**src/rtl/writeback_unit_pkg.sv**
```systemverilog
// Shared core types for the writeback path: register index, data word and
// the {rd, data} entry carried through the load-result buffer.
package writeback_unit_pkg;

    localparam int XLEN = 32;
    localparam int RAW  = 5;

    typedef logic [XLEN-1:0] data_t;
    typedef logic [RAW-1:0]  reg_addr_t;

    typedef struct packed {
        reg_addr_t rd;
        data_t     data;
    } wb_entry_t;

endpackage

```
**src/rtl/writeback_unit_fifo.sv**
```systemverilog
// wb_fifo: synchronous FIFO of wb_entry_t with full/empty flags.
// DEPTH must be a power of two so the pointers wrap naturally.
module wb_fifo
    import writeback_unit_pkg::*;
#(
    parameter int DEPTH = 2
) (
    input  logic      clk,
    input  logic      rst_n,
    input  logic      push,
    input  logic      pop,
    input  wb_entry_t wdata,
    output wb_entry_t rdata,
    output logic      full,
    output logic      empty
);

    localparam int AW = $clog2(DEPTH);
    localparam logic [AW:0] FULL_CNT = (AW+1)'(DEPTH);

    wb_entry_t       mem_q [DEPTH];
    wb_entry_t       mem_d [DEPTH];
    logic [AW-1:0]   wr_ptr_q, wr_ptr_d;
    logic [AW-1:0]   rd_ptr_q, rd_ptr_d;
    logic [AW:0]     count_q, count_d;
    logic            push_ok;
    logic            pop_ok;

    assign full    = (count_q == FULL_CNT);
    assign empty   = (count_q == '0);
    assign rdata   = mem_q[rd_ptr_q];
    // A push into a full FIFO is legal only when the head leaves on the same edge.
    assign pop_ok  = pop && !empty;
    assign push_ok = push && (!full || pop_ok);

    // Next-state for storage, pointers and occupancy.
    always_comb begin
        mem_d    = mem_q;
        wr_ptr_d = wr_ptr_q;
        rd_ptr_d = rd_ptr_q;
        count_d  = count_q;
        if (push_ok) begin
            mem_d[wr_ptr_q] = wdata;
            wr_ptr_d        = wr_ptr_q + 1'b1;
        end
        if (pop_ok) begin
            rd_ptr_d = rd_ptr_q + 1'b1;
        end
        case ({push_ok, pop_ok})
            2'b10:   count_d = count_q + 1'b1;
            2'b01:   count_d = count_q - 1'b1;
            default: count_d = count_q;
        endcase
    end

    // State registers; reset empties the buffer.
    always_ff @(posedge clk or negedge rst_n) begin
        if (!rst_n) begin
            for (int i = 0; i < DEPTH; i++) mem_q[i] <= '0;
            wr_ptr_q <= '0;
            rd_ptr_q <= '0;
            count_q  <= '0;
        end else begin
            for (int i = 0; i < DEPTH; i++) mem_q[i] <= mem_d[i];
            wr_ptr_q <= wr_ptr_d;
            rd_ptr_q <= rd_ptr_d;
            count_q  <= count_d;
        end
    end

endmodule

```
**src/rtl/writeback_unit.sv**
```systemverilog
// writeback_unit: merges ALU results and buffered load results onto the
// regfile write port, keeps the outstanding-load scoreboard and raises
// decode/execute stalls.
// Optional feature: define WB_BYPASS_EN to forward the output-stage write
// to rs1_data/rs2_data instead of stalling decode on it.
module writeback_unit
    import writeback_unit_pkg::*;
#(
    parameter int LSU_FIFO_DEPTH = 2,
    parameter int STARVE_LIMIT   = 4
) (
    input  logic            clk,
    input  logic            rst_n,
    input  logic            alu_valid,
    input  reg_addr_t       alu_rd,
    input  data_t           alu_data,
    input  logic            lsu_issue,
    input  reg_addr_t       lsu_issue_rd,
    input  logic            lsu_valid,
    output logic            lsu_ready,
    input  reg_addr_t       lsu_rd,
    input  data_t           lsu_data,
    output logic            w_enable,
    output reg_addr_t       rd_num,
    output data_t           rd_data,
    input  reg_addr_t       rs1_num,
    input  reg_addr_t       rs2_num,
    input  data_t           rf_rs1_data,
    input  data_t           rf_rs2_data,
    output data_t           rs1_data,
    output data_t           rs2_data,
    output logic            hazard_stall,
    output logic            stall_req,
    output logic [XLEN-1:0] busy_vec
);

    localparam int SW = $clog2(STARVE_LIMIT + 1);
    localparam logic [SW-1:0] STARVE_MAX = SW'(STARVE_LIMIT);

    logic            w_enable_q, w_enable_d;
    reg_addr_t       rd_num_q, rd_num_d;
    data_t           rd_data_q, rd_data_d;
    logic [SW-1:0]   starve_q, starve_d;
    logic            stall_req_q, stall_req_d;
    logic [XLEN-1:0] busy_q, busy_d;

    logic      alu_win;
    logic      fifo_push, fifo_pop, fifo_full, fifo_empty;
    wb_entry_t fifo_wdata, fifo_rdata;
    logic      haz1, haz2;

    assign alu_win    = alu_valid && (alu_rd != '0);
    assign lsu_ready  = !fifo_full;
    // rd=0 loads complete the handshake but never occupy a slot.
    assign fifo_push  = lsu_valid && lsu_ready && (lsu_rd != '0);
    assign fifo_pop   = !fifo_empty && !alu_win;
    assign fifo_wdata = '{rd: lsu_rd, data: lsu_data};

    wb_fifo #(.DEPTH(LSU_FIFO_DEPTH)) u_fifo (
        .clk   (clk),
        .rst_n (rst_n),
        .push  (fifo_push),
        .pop   (fifo_pop),
        .wdata (fifo_wdata),
        .rdata (fifo_rdata),
        .full  (fifo_full),
        .empty (fifo_empty)
    );

    // Arbitration, starvation counter and scoreboard next-state.
    always_comb begin
        w_enable_d = 1'b0;
        rd_num_d   = '0;
        rd_data_d  = '0;
        if (alu_win) begin
            w_enable_d = 1'b1;
            rd_num_d   = alu_rd;
            rd_data_d  = alu_data;
        end else if (fifo_pop) begin
            w_enable_d = 1'b1;
            rd_num_d   = fifo_rdata.rd;
            rd_data_d  = fifo_rdata.data;
        end

        // Non-empty without a pop can only mean the ALU took the slot.
        starve_d = starve_q;
        if (fifo_empty || fifo_pop) begin
            starve_d = '0;
        end else if (starve_q != STARVE_MAX) begin
            starve_d = starve_q + 1'b1;
        end
        stall_req_d = (starve_d == STARVE_MAX);

        // Clear before set so an issue to the same rd wins.
        busy_d = busy_q;
        if (fifo_pop) begin
            busy_d[fifo_rdata.rd] = 1'b0;
        end
        if (lsu_issue && (lsu_issue_rd != '0)) begin
            busy_d[lsu_issue_rd] = 1'b1;
        end
        busy_d[0] = 1'b0;
    end

    // Output stage and control registers.
    always_ff @(posedge clk or negedge rst_n) begin
        if (!rst_n) begin
            w_enable_q  <= 1'b0;
            rd_num_q    <= '0;
            rd_data_q   <= '0;
            starve_q    <= '0;
            stall_req_q <= 1'b0;
            busy_q      <= '0;
        end else begin
            w_enable_q  <= w_enable_d;
            rd_num_q    <= rd_num_d;
            rd_data_q   <= rd_data_d;
            starve_q    <= starve_d;
            stall_req_q <= stall_req_d;
            busy_q      <= busy_d;
        end
    end

    assign w_enable  = w_enable_q;
    assign rd_num    = rd_num_q;
    assign rd_data   = rd_data_q;
    assign stall_req = stall_req_q;
    assign busy_vec  = busy_q;

    // Read-port forwarding and RAW hazard detection.
    always_comb begin
`ifdef WB_BYPASS_EN
        rs1_data = (w_enable_q && (rd_num_q == rs1_num) && (rs1_num != '0)) ? rd_data_q : rf_rs1_data;
        rs2_data = (w_enable_q && (rd_num_q == rs2_num) && (rs2_num != '0)) ? rd_data_q : rf_rs2_data;
        haz1     = (rs1_num != '0) && busy_q[rs1_num];
        haz2     = (rs2_num != '0) && busy_q[rs2_num];
`else
        rs1_data = rf_rs1_data;
        rs2_data = rf_rs2_data;
        haz1     = (rs1_num != '0) && (busy_q[rs1_num] || (w_enable_q && (rd_num_q == rs1_num)));
        haz2     = (rs2_num != '0) && (busy_q[rs2_num] || (w_enable_q && (rd_num_q == rs2_num)));
`endif
        hazard_stall = haz1 || haz2;
    end

endmodule

```
**config.mk**
```make
export PLATFORM = sky130hd
export DESIGN_NAME = writeback_unit
export DESIGN_NICKNAME = d
export VERILOG_FILES = /design/src/rtl/writeback_unit_pkg.sv /design/src/rtl/writeback_unit_fifo.sv /design/src/rtl/writeback_unit.sv
export SDC_FILE = /design/constraint.sdc
export NUM_CORES = 1
export LEC_CHECK = 0
export BUFFER_PORTS_ARGS = -buffer_cell sky130_fd_sc_hd__clkbuf_2
export CAP_MARGIN = 25
export CORE_MARGIN = 4
export CORE_UTILIZATION = 53
export DETAILED_ROUTE_END_ITERATION = 8
export HOLD_SLACK_MARGIN = 0.15
export MAX_ROUTING_LAYER = met4
export PLACE_DENSITY_LB_ADDON = 0.25
export SKIP_CTS_REPAIR_TIMING = 1
export SKIP_LAST_GASP = 1
export SYNTH_ARGS = -nofsm -noshare
export SYNTH_HDL_FRONTEND = slang
export SYNTH_SLANG_ARGS = --single-unit
```
**constraint.sdc**
```tcl
create_clock -name clk -period 5.3 [get_ports clk]
set_input_delay 0.265 -clock clk [delete_from_list [all_inputs] [get_ports clk]]
set_output_delay 0.265 -clock clk [all_outputs]
set_load 0.02 [all_outputs]
```
==> impl_metrics.tcl <==
set metrics [dict create \
    outcome "finished clean" \
    p_seq_share_pct 38.4 \
    ys_ff_latch 151 \
    clockPowerShare_pct 23.2 \
    cts_buffers 17 \
    path_clk_slew_ns 0.06 \
    most-common-layout-cells "clkbuf_2 (164), dfrtp_1 (150), dlygate4sd3_1 (75)" \
    coreArea_sq_um 13900 \
    synth_fa_ha_area_share_pct 0.500 \
    cp_slowest_cell "dlygate4sd3_1" \
    port_buffers 165 \
    drive_gt1_share_pct 36.8 \
    worstPathRequired_ns 5.64 \
    reg2reg_to "busy_vec[15]$_DFF_PN0_" \
    setup_violations 0 \
    crit_arrival_ns 3.03 \
    final_nets 963 \
    routed_via_density 5.60 \
    dr.pass1.iters 6 \
    yosys_warnings 0 \
    p_sw_share_pct 37.1 \
    synth_nets 796 \
    avgSynthCellArea_sq_um 11.8 \
    synth_simple_gate_area_share_pct 7.41 \
    drt_wl_total_mm 19.4 \
    reg2reg_depth 5 \
    hold_path.class "in -> reg" \
    hold_path_end "rd_num[3]$_DFF_PN0_" \
    worst_pin_slew_ns 0.969 \
    die_w_um 127 \
    crit_path_end_kind "register" \
    critPathKind "in -> reg" \
    synth-edff-count 0 \
    path_delay_family "simple AND/OR/NAND/NOR gates" \
    synthDominantCellAreaShare_pct 50.3 \
    fin_hold_ws_ns 0.145 \
    syn2layout_area_growth_pct 24.4 \
    cts.htree.levels 4 \
    fin_ws_ns 2.61 \
    r2r_setup_slack_ns 2.85 \
    fin_util_pct 67.3 \
    combPwrFrac_pct 38.3 \
    route.met3.wl_mm 1.39 \
    met2_length_mm 9.64 \
    min_from "alu_valid" \
    fin_crit_sh_pct 50.8 \
    syn-cell-area_sq_um 7510 \
    wl_met1_mm 7.82 \
    holdPathStages 2 \
    cpPeakStageDelay_ns 0.53 \
    yosys-top-cells-area "dfrtp_1 (50%), mux2_2 (11%), buf_4 (6.6%)" \
    regArea_sq_um 3780 \
    cts_tree "yes" \
    p_per_area_nw_per_um2 589 \
    seq_area_frac_synth_pct 50.3 \
    crit_path_cell_trace "dlygate4sd3_1 > clkbuf_2 > or4_1 > o21a_2 > buf_4 > nor2_1 > ha_1 > nor2_1 > xor2_1" \
    fp-row-count 43 \
    crit_path_start_kind "primary input" \
    r2r_start "u_fifo.rd_ptr_q$_DFFE_PN0P_" \
    synth_top_family_by_area "multiplexers" \
    insertion_delay_ns 0.42 \
    ctsLongestPathBuffers 2 \
    synthXorXnorAreaFrac_pct 1.63 \
    fin_skew_ns 0.00857 \
    place_ws_ns 2.78 \
    n_antenna_cell 0 \
    maxCapViolCount 0 \
    num-fill-cells 991 \
    synth_cells 635 \
    multi_input_area_sq_um 3050 \
    cellInternalPower_w 0.00347 \
    dieArea_sq_um 16100 \
    place_congestion 0.925 \
    muxShareOfSynthArea_pct 21.4 \
    finalMaxSlewViolations 0 \
    vias 5573 \
    finalSetupTns_ns 0 \
    drt_iter0_drc 363 \
    die_height_um 127 \
    cp_common_cell "nor2_1" \
    vdd_drop_max_uv 309 \
    layout_commonest_cell "clkbuf_2" \
    finalHoldViolations 0 \
    grt_pass1_wl_mm 29.2 \
    grtUsageTotal_pct 23.6 \
    clock.fmax_mhz 372 \
    ys_types 47 \
    switchingPower_w 0.00204 \
    grt_overflow 0 \
    antenna_found_initial 0 \
    critical_path_peak_fanout 74 \
    hpwlAfterDp_mm 12.8 \
    slew_headroom_pct 35.4 \
    async_flop_share_pct 100 \
    yosys.area.top_type "dfrtp_1" \
    rsz0062_at_grt "false" \
    synth_compound_area_share_pct 9.46 \
    p_leak_nw 4.31 \
    period_needed_ns 2.69 \
    path_buf_inv 3 \
    synthFlopType "dfrtp_1" \
    io_pins 295 \
    cts_root_buffer "clkbuf_16" \
    start_util_pct 54.1 \
    grt_max_degree 96 \
    grt_pass1_vias 5550 \
    drt-wirelength-per-cell_um 19.4 \
    topRoutingLayerUsed "met4" \
    cts_sinks 151 \
    antenna_left 0 \
    remaining_drc_errors 0 \
]
==> worst register-to-register path: cells and delay by family, from the launching register on <==
family          cells  cell delay (ns)
mux                 1             0.41
buf+inv             1             0.47
compound gates      2             0.36
flops               1             0.82
simple gates        1             0.25
==> state kept, by name, summed over array words and instances (netlist names) <==
signal           flops
rd_data             32
u_fifo.wr_ptr_q      1
stall_req            1
starve_q             3
u_fifo.rd_ptr_q      1
w_enable             1
rd_num               5
u_fifo.mem_q        74
u_fifo.count_q       2
busy_vec            31
==> how the worst max path moves through the flow <==
stage / startpoint / to / slack, ns / cells after the start
2_1_floorplan: rs2_num[0] / hazard_stall / 3.18 / 5
3_3_place_gp: alu_rd[2] / u_fifo.count_q[1]$_DFFE_PN0P_ / 2.82 / 8
3_5_place_dp: alu_rd[2] / u_fifo.count_q[1]$_DFFE_PN0P_ / 2.78 / 8
4_1_cts: busy_vec[15]$_DFF_PN0_ / hazard_stall / 2.66 / 5
5_1_grt: alu_rd[2] / u_fifo.count_q[1]$_DFFE_PN0P_ / 2.47 / 9
6_report: alu_rd[2] / u_fifo.count_q[1]$_DFFE_PN0P_ / 2.61 / 9
==> area by class of cell <==
type / count / area share, %
clock buffer: 20 / 4.89
inverter: 8 / 0.321
sequential: 151 / 40.4
clock inverter: 12 / 1.87
tap: 180 / 2.41
timing repair buffer: 244 / 17.5
multi-input combinational: 380 / 32.6
==> stage by stage <==
stage / area (sq um) / power [W] / instances
finish: 9350 / 0.00551 / 995
detailed placement: 7940 / 0.00416 / 887
CTS: 8570 / 0.00545 / 919
global placement: 7940 / 0.00406 / 887
global route: 9350 / 0.00583 / 995
floorplan: 7510 / 0.00356 / 635
==> synth_stat cells (2+ instances only) <==
library cell / instances
or3b_2: 2
xor2_1: 10
nand3_1: 13
clkbuf_1: 12
or3_1: 2
mux4_2: 14
o31ai_1: 34
ha_1: 3
dfrtp_1: 151
nand2_1: 50
inv_1: 8
buf_4: 66
buf_1: 4
or3_4: 3
buf_2: 7
o21ai_0: 49
nor4_1: 2
nand3b_1: 7
a21oi_1: 3
mux2i_1: 40
mux2_1: 5
or4_1: 3
nor2_1: 19
nor3_1: 4
xnor2_1: 4
a22o_1: 2
o21ai_1: 17
buf_6: 7
a32oi_1: 2
nand2b_1: 2
mux2_2: 74
==> cell families (layout without fill, tap and decap cells) <==
family	after synthesis	in the layout
adder cells (fa/ha/maj)	3	3
multiplexers	133	133
flip-flops	151	151
XOR/XNOR	14	14
AO/OA/AOI/OAI	116	116
other	1	1
AND/OR/NAND/NOR	113	113
buffers and inverters	104	284
==> power by group through the flow <==
| stage | clock network (W) | registers [W] | logic [W] |
|---|---|---|---|
| finish | 0.00128 | 0.00212 | 0.00211 |
| global route | 0.00135 | 0.00218 | 0.00229 |
| CTS | 0.00130 | 0.00211 | 0.00204 |
| detailed placement | 0 | 0.00213 | 0.00203 |
| global placement | 0 | 0.00210 | 0.00197 |
| floorplan | 0 | 0.00224 | 0.00132 |
==> layer usage <==
| metal | GRT usage, % | up-vias |
|---|---|---|
| met4 | 9.53 | 0 |
| met1 | 28.8 | 2728 |
| met5 | - | - |
| met3 | 7.27 | 61 |
| li1 | - | 2545 |
| met2 | 36.9 | 239 |
Power figures use the tool's default switching activity.
